==> src/rtl/mem_port_arbiter.sv <==
// Arbitrates an instruction-fetch port and a data port onto one memory port
// with a single outstanding transaction, anti-starvation streak limit and response timeout.
module mem_port_arbiter #(
    parameter int ADDR_W     = 32,
    parameter int DATA_W     = 32,
    parameter int XFER_W     = 2,
    parameter int STREAK_MAX = 4,
    parameter int TIMEOUT    = 255
) (
    input  logic              clk,
    input  logic              rst,
    input  logic              i_req_i,
    input  logic [ADDR_W-1:0] i_addr_i,
    output logic              i_gnt_o,
    output logic              i_rvalid_o,
    output logic [DATA_W-1:0] i_rdata_o,
    input  logic              d_req_i,
    input  logic [ADDR_W-1:0] d_addr_i,
    input  logic              d_wr_i,
    input  logic [DATA_W-1:0] d_wdata_i,
    input  logic [XFER_W-1:0] d_transfer_i,
    output logic              d_gnt_o,
    output logic              d_rvalid_o,
    output logic [DATA_W-1:0] d_rdata_o,
    output logic              mem_req_o,
    output logic [ADDR_W-1:0] mem_addr_o,
    output logic              mem_wr_o,
    output logic [DATA_W-1:0] mem_wdata_o,
    output logic [XFER_W-1:0] mem_transfer_o,
    input  logic              mem_gnt_i,
    input  logic              mem_rvalid_i,
    input  logic [DATA_W-1:0] mem_rdata_i,
    output logic              timeout_o
);

    localparam int STREAK_W = $clog2(STREAK_MAX + 1);
    localparam int WCNT_W   = $clog2(TIMEOUT + 1);

    typedef enum logic {IDLE, WAIT_RSP} state_t;

    state_t              state_reg;
    logic                owner_data_reg;
    logic [STREAK_W-1:0] streak_reg;
    logic [WCNT_W-1:0]   wait_cnt_reg;
    logic                latch_valid_reg;
    logic                latch_data_reg;

    logic in_idle, in_wait, streak_full, pick_data, win_valid, grant;
    logic rsp, tmo;

    // rst gates everything combinationally so outputs are quiet while it is held
    assign in_idle     = (state_reg == IDLE) && !rst;
    assign in_wait     = (state_reg == WAIT_RSP) && !rst;
    assign streak_full = (streak_reg == STREAK_W'(STREAK_MAX));

    // Once a request has gone out ungranted, the winner is frozen until it is granted
    assign pick_data = latch_valid_reg ? latch_data_reg
                                       : (d_req_i && !(i_req_i && streak_full));
    assign win_valid = in_idle && (pick_data ? d_req_i : i_req_i);
    assign grant     = win_valid && mem_gnt_i;

    // Timeout fires in the WAIT_RSP cycle where the counter has reached TIMEOUT
    assign rsp = in_wait && mem_rvalid_i;
    assign tmo = in_wait && !mem_rvalid_i && (wait_cnt_reg == WCNT_W'(TIMEOUT));

    always_comb begin
        mem_req_o      = win_valid;
        mem_addr_o     = '0;
        mem_wr_o       = 1'b0;
        mem_wdata_o    = '0;
        mem_transfer_o = '0;
        if (win_valid) begin
            if (pick_data) begin
                mem_addr_o     = d_addr_i;
                mem_wr_o       = d_wr_i;
                mem_wdata_o    = d_wdata_i;
                mem_transfer_o = d_transfer_i;
            end else begin
                mem_addr_o = i_addr_i;
            end
        end
    end

    assign i_gnt_o    = grant && !pick_data;
    assign d_gnt_o    = grant && pick_data;
    assign i_rvalid_o = (rsp || tmo) && !owner_data_reg;
    assign d_rvalid_o = (rsp || tmo) && owner_data_reg;
    assign i_rdata_o  = (rsp && !owner_data_reg) ? mem_rdata_i : '0;
    assign d_rdata_o  = (rsp && owner_data_reg) ? mem_rdata_i : '0;
    assign timeout_o  = tmo;

    always_ff @(posedge clk or posedge rst) begin
        if (rst) begin
            state_reg       <= IDLE;
            owner_data_reg  <= 1'b0;
            streak_reg      <= '0;
            wait_cnt_reg    <= '0;
            latch_valid_reg <= 1'b0;
            latch_data_reg  <= 1'b0;
        end else begin
            case (state_reg)
                IDLE: begin
                    latch_valid_reg <= win_valid && !mem_gnt_i;
                    latch_data_reg  <= pick_data;
                    if (grant) begin
                        state_reg      <= WAIT_RSP;
                        owner_data_reg <= pick_data;
                        wait_cnt_reg   <= '0;
                        if (pick_data && i_req_i) begin
                            if (!streak_full)
                                streak_reg <= streak_reg + STREAK_W'(1);
                        end else begin
                            streak_reg <= '0;
                        end
                    end
                end
                WAIT_RSP: begin
                    if (rsp || tmo)
                        state_reg <= IDLE;
                    else
                        wait_cnt_reg <= wait_cnt_reg + WCNT_W'(1);
                end
                default: state_reg <= IDLE;
            endcase
        end
    end

endmodule
==> config.mk <==
export PLATFORM = sky130hd
export DESIGN_NAME = mem_port_arbiter
export DESIGN_NICKNAME = d
export VERILOG_FILES = /design/src/rtl/mem_port_arbiter.sv
export SDC_FILE = /design/constraint.sdc
export NUM_CORES = 1
export LEC_CHECK = 0
export CORE_AREA = 2 2 108 110
export DETAILED_ROUTE_END_ITERATION = 7
export DIE_AREA = 0 0 110 112
export PLACE_DENSITY = 0.65
export RECOVER_POWER = 50
export SETUP_SLACK_MARGIN = 0.5
export SYNTH_ARGS = -nofsm -noshare
export SYNTH_HDL_FRONTEND = slang
export SYNTH_SLANG_ARGS = --single-unit
==> constraint.sdc <==
create_clock -name clk -period 2.6 [get_ports clk]
set_input_delay 0.78 -clock clk [delete_from_list [all_inputs] [get_ports clk]]
set_output_delay 0.78 -clock clk [all_outputs]
set_load 0.03 [all_outputs]
; ---- After elaboration in Yosys (flattened, before gate mapping)
; Cells that the tools add are included.
[op_classes]
add_sub_neg = 2
n_eq_ne = 5
mux = 20
n_bitwise = 1
reduce_logical = 27
[op_table]
columns = operator, n
row1 = $mux 32, 6
row2 = $logic_and 1x1->1, 17
row3 = $mux 8, 2
row4 = $pmux 8 s2, 1
row5 = $add 8x1->8 const B, 1
row6 = $eq 8x8->1 const B, 1
row7 = $logic_not 1->1, 6
row8 = $mux 1, 6
row9 = $mux 3, 2
row10 = $ne 2x2->1 const B, 3
row11 = $mux 2, 2
row12 = $reduce_and 2->1, 2
row13 = $add 3x1->3 const B, 1
row14 = $eq 3x3->1 const B, 1
row15 = $reduce_and 3->1, 1
row16 = $pmux 1 s2, 1
row17 = $logic_or 1x1->1, 1
row18 = $not 1->1, 1
[word_totals]
reg_bits = 15
input_bits = 137
out_inout_bits = 137
elab_cells = 61

; ---- Longest topological paths before layout
[logic_depth]
ltp_word = 10
ltp_mapped = 8
ltp_nobuf = 6

; ---- Worst setup path before layout
; No wires, ideal clock.
[synth_path]
path_type = input -> output
startpoint = in rst
endpoint = out timeout_o
arrival_time_ps = 2248
required_time_ps = 1820
slack_ps = -428
stages = 3
n_path_buf = 0
cell_sequence = inv_1 -> nand2_1 -> nor4_1
[synth_via]
elab_chain_cells = 4
[synth_rtl]
columns = item, line
row1 = from (decl), 11  ; input logic rst,
row2 = $logic_not 1->1 (no source line), -
row3 = $logic_and 1x1->1, 53  ; assign in_wait = (state_reg == WAIT_RSP) && !rst;
row4 = $logic_and 1x1->1 (2 in a row), 64  ; assign tmo = in_wait && !mem_rvalid_i && (wait_cnt_reg == WCNT_W'(TIMEOUT));
row5 = to (decl), 33  ; output logic timeout_o
; No other way between the ends.

; ---- Worst setup path after layout
[layout_path]
startpoint = in rst
endpoint = out mem_wdata_o[6]
[layout_via]
elab_chain_cells = 4
[layout_rtl]
columns = item, line
row1 = $logic_not 1->1 (no source line), -
row2 = $logic_and 1x1->1, 52  ; assign in_idle = (state_reg == IDLE) && !rst;
row3 = $logic_and 1x1->1, 59  ; assign win_valid = in_idle && (pick_data ? d_req_i : i_req_i);
row4 = $mux 32, 72  ; if (win_valid) begin
row5 = to (decl), 28  ; output logic [DATA_W-1:0] mem_wdata_o,
; No other way between the ends.

==> impl_metrics.tcl <==
set metrics [dict create \
    status "finished, violations left" \
    violations "negative setup slack" \
    die_area_mm2 0.01232 \
    seqPwrFrac 0.109 \
    grt_max_degree 16 \
    pin_count 274 \
    combinationalPowerShare 0.810 \
    yosysTopAreaCellShare 0.2964 \
    largest_register_ffs 8 \
    r2r-start "streak_reg[1]" \
    yosysTopAreaCell "and2_1" \
    core_mm2 0.01117 \
    rsz0062_at_grt "yes" \
    synth.distinct_cells 44 \
    cap_violations 0 \
    timing.setup.tns_ns -15.34 \
    slew_headroom 0.4231 \
    syn2layout_area_growth_pct 269.5 \
    synthTopCellsByArea "and2_1 (30%), dfrtp_1 (18%), nand2_1 (13%)" \
    h-tree-depth 1 \
    grt_pass1_wl_um 20710 \
    fin_crit_sh 1.067 \
    cts-root-buf "clkbuf_16" \
    synth_top_cells_by_count "and2_1 (99), nand2_1 (74), a21oi_1 (34)" \
    syn_area_per_cell_um2 6.612 \
    clk_path_buf_depth 2 \
    routed_wl_um 14540 \
    route.detailed.drc 0 \
    path_max_fanout 4 \
    p_sw_mw 1.670 \
    clock_latency_ns 0.25 \
    cp-end-kind "output pin" \
    setup_ws_ns -0.1731 \
    wl_per_cell_um 18.31 \
    cp_common_cell "buf_6" \
    cp.arrival_ns 1.99 \
    dr.pass1.iters 4 \
    via_count 3594 \
    fin_skew_ns 0.004082 \
    clk_pin_slew_ns 0.05 \
    async_flop_share 1.000 \
    via_per_inst 4.526 \
    hold_path_end "wait_cnt_reg[6]" \
    whs_path_depth 1 \
    powerDensity_mw_per_mm2 495.9 \
    p_sw_frac 0.4361 \
    dp_hpwl_um 9531 \
    place_ws_ns -0.5581 \
    intPower_mw 2.159 \
    drtIter0Drc 128 \
    grt-ovfl-total 0 \
    required_ns 1.82 \
    antenna_found_initial 0 \
    cts_tree "built" \
    period_minus_slack_ns 2.773 \
    startpoint_type "input port" \
    die_w_um 110 \
    worstHoldStart "wait_cnt_reg[6]" \
    r2r_setup_slack_ns 0.81 \
    yosysMostFrequentCell "and2_1" \
    worstPathCellList "buf_8 > nor2_4 > buf_6 > o2111a_2 > buf_6 > buf_6 > clkbuf_16 > and2_4 > buf_6" \
    syn_nets 456 \
    power_mw 3.829 \
    drtAntennaViolNets 0 \
    numCtsBuffers 3 \
    critPathKind "input port to output pin" \
    drive_gt1_frac 0.6985 \
    syn_area_mm2 0.002090 \
    power_frac_clock 0.081 \
    slowest_stage "o2111a_2" \
    initial_core_util 0.1870 \
    grt_pass1_vias 3773 \
    ys_warn_count 0 \
    io_buffers 273 \
    fill_cells 759 \
    ys_ff_latch 15 \
    synth_edf_count 0 \
    ys_seq_area_frac 0.1796 \
    tightest_slew_ns 0.8653 \
    fmax_ghz 0.3606 \
    rr_endpoint "streak_reg[1]" \
    track_usage 0.2207 \
    vdd_ir_drop_max_mv 0.3416 \
    synthCells 316 \
    cts_num_sinks 15 \
    synth_flop_cell "dfrtp_1" \
    fp-row-count 39 \
    cpPeakStageDelay_ns 0.20 \
    p_leak_nw 3.470 \
    hold_violations 0 \
    reg2reg_depth 9 \
    die_h_um 112 \
    setup_viol 134 \
    hp-class "flop to flop" \
    layout.nets 791 \
    drv_slew 0 \
    place.gp.congestion 0.8199 \
]
-- worst max-delay path: cells and delay by family --
kind	cells	cell delay (ns)
AOI/OAI and AO/OA	1	0.20
buffers and inverters	6	0.72
and+or+nand+nor	2	0.28
-- layer usage --
metal  track usage  share of wire  vias up
met5             0              0        -
met4       0.06076          0.021        0
met3       0.04040          0.075       23
met2        0.4229           0.56      194
met1        0.2405           0.35     1666
li1              -              -     1711
-- worst max-delay path by stage --
| stage | from | end | slack [ns] | depth (start not counted) |
|---|---|---|---|---|
| detailed placement | d_req_i | mem_addr_o[25] | -0.56 | 7 |
| global placement | d_req_i | mem_addr_o[14] | -0.52 | 7 |
| floorplan | rst | i_rdata_o[10] | 0.08 | 5 |
| CTS | rst | i_rdata_o[5] | -0.18 | 11 |
| finish | rst | mem_wdata_o[6] | -0.17 | 9 |
| global route | rst | i_rdata_o[5] | -0.25 | 11 |
-- power groups by stage --
stage / clock [mW] / combinational (mW) / sequential, mW
finish: 0.311 / 3.10 / 0.416
floorplan: 0 / 1.32 / 0.380
global placement: 0 / 1.91 / 0.401
CTS: 0.313 / 2.97 / 0.409
global route: 0.326 / 3.25 / 0.424
detailed placement: 0 / 1.93 / 0.403
-- timing repair --
action / 4_1_cts / 5_1_grt
resized for setup: 294 / 33
gates cloned: 20 / 2
setup endpoints to repair: 149 / 137
setup buffers: 31 / 1
hold buffers: 0 / 0
pin swaps: 37 / 45
-- metrics by stage --
stage	cell area (µm²)	util	hold WS (ns)	std cells
floorplan	3000	-	0.4597	316
global placement	5603	0.5014	0.4873	735
detailed placement	5603	0.5014	0.4898	735
CTS	7522	0.6732	0.4961	790
global route	7719	0.6907	0.5197	793
finish	7721	0.6910	0.4974	794
-- cell families after synthesis --
group,synth area share
AND/OR/NAND/NOR,0.5329
multiplexers,0.03413
AO/OA/AOI/OAI,0.1731
buffers and inverters,0.06227
adder cells (fa/ha/maj),0.01797
flip-flops,0.1796
-- final cells by class --
cell class              instances  area [µm²]  share of cell area
multi-input cells             271        2766              0.3583
repair buffers                352        4279              0.5542
clock buffers                   3       75.07            0.009723
inverters                       8       37.54            0.004861
clock inverters                 1       5.005           0.0006482
well taps                     143       178.9             0.02317
flip-flops and latches         15       376.6             0.04878
diodes                          1       2.502           0.0003241
-- cells in the final DEF, fill, tap and decap left out, drive strengths merged, types with 4 or more instances in the layout --
cell type	netlist	layout
nor2	6	6
clkbuf	12	6
o21ai	11	11
and2	99	99
nand3	6	6
dfrtp	15	15
nor3	4	4
clkdlybuf4s50	0	131
inv	8	6
buf	10	216
nand2	74	74
mux2i	6	6
a21oi	34	34
(Power assumes the default switching activity.)
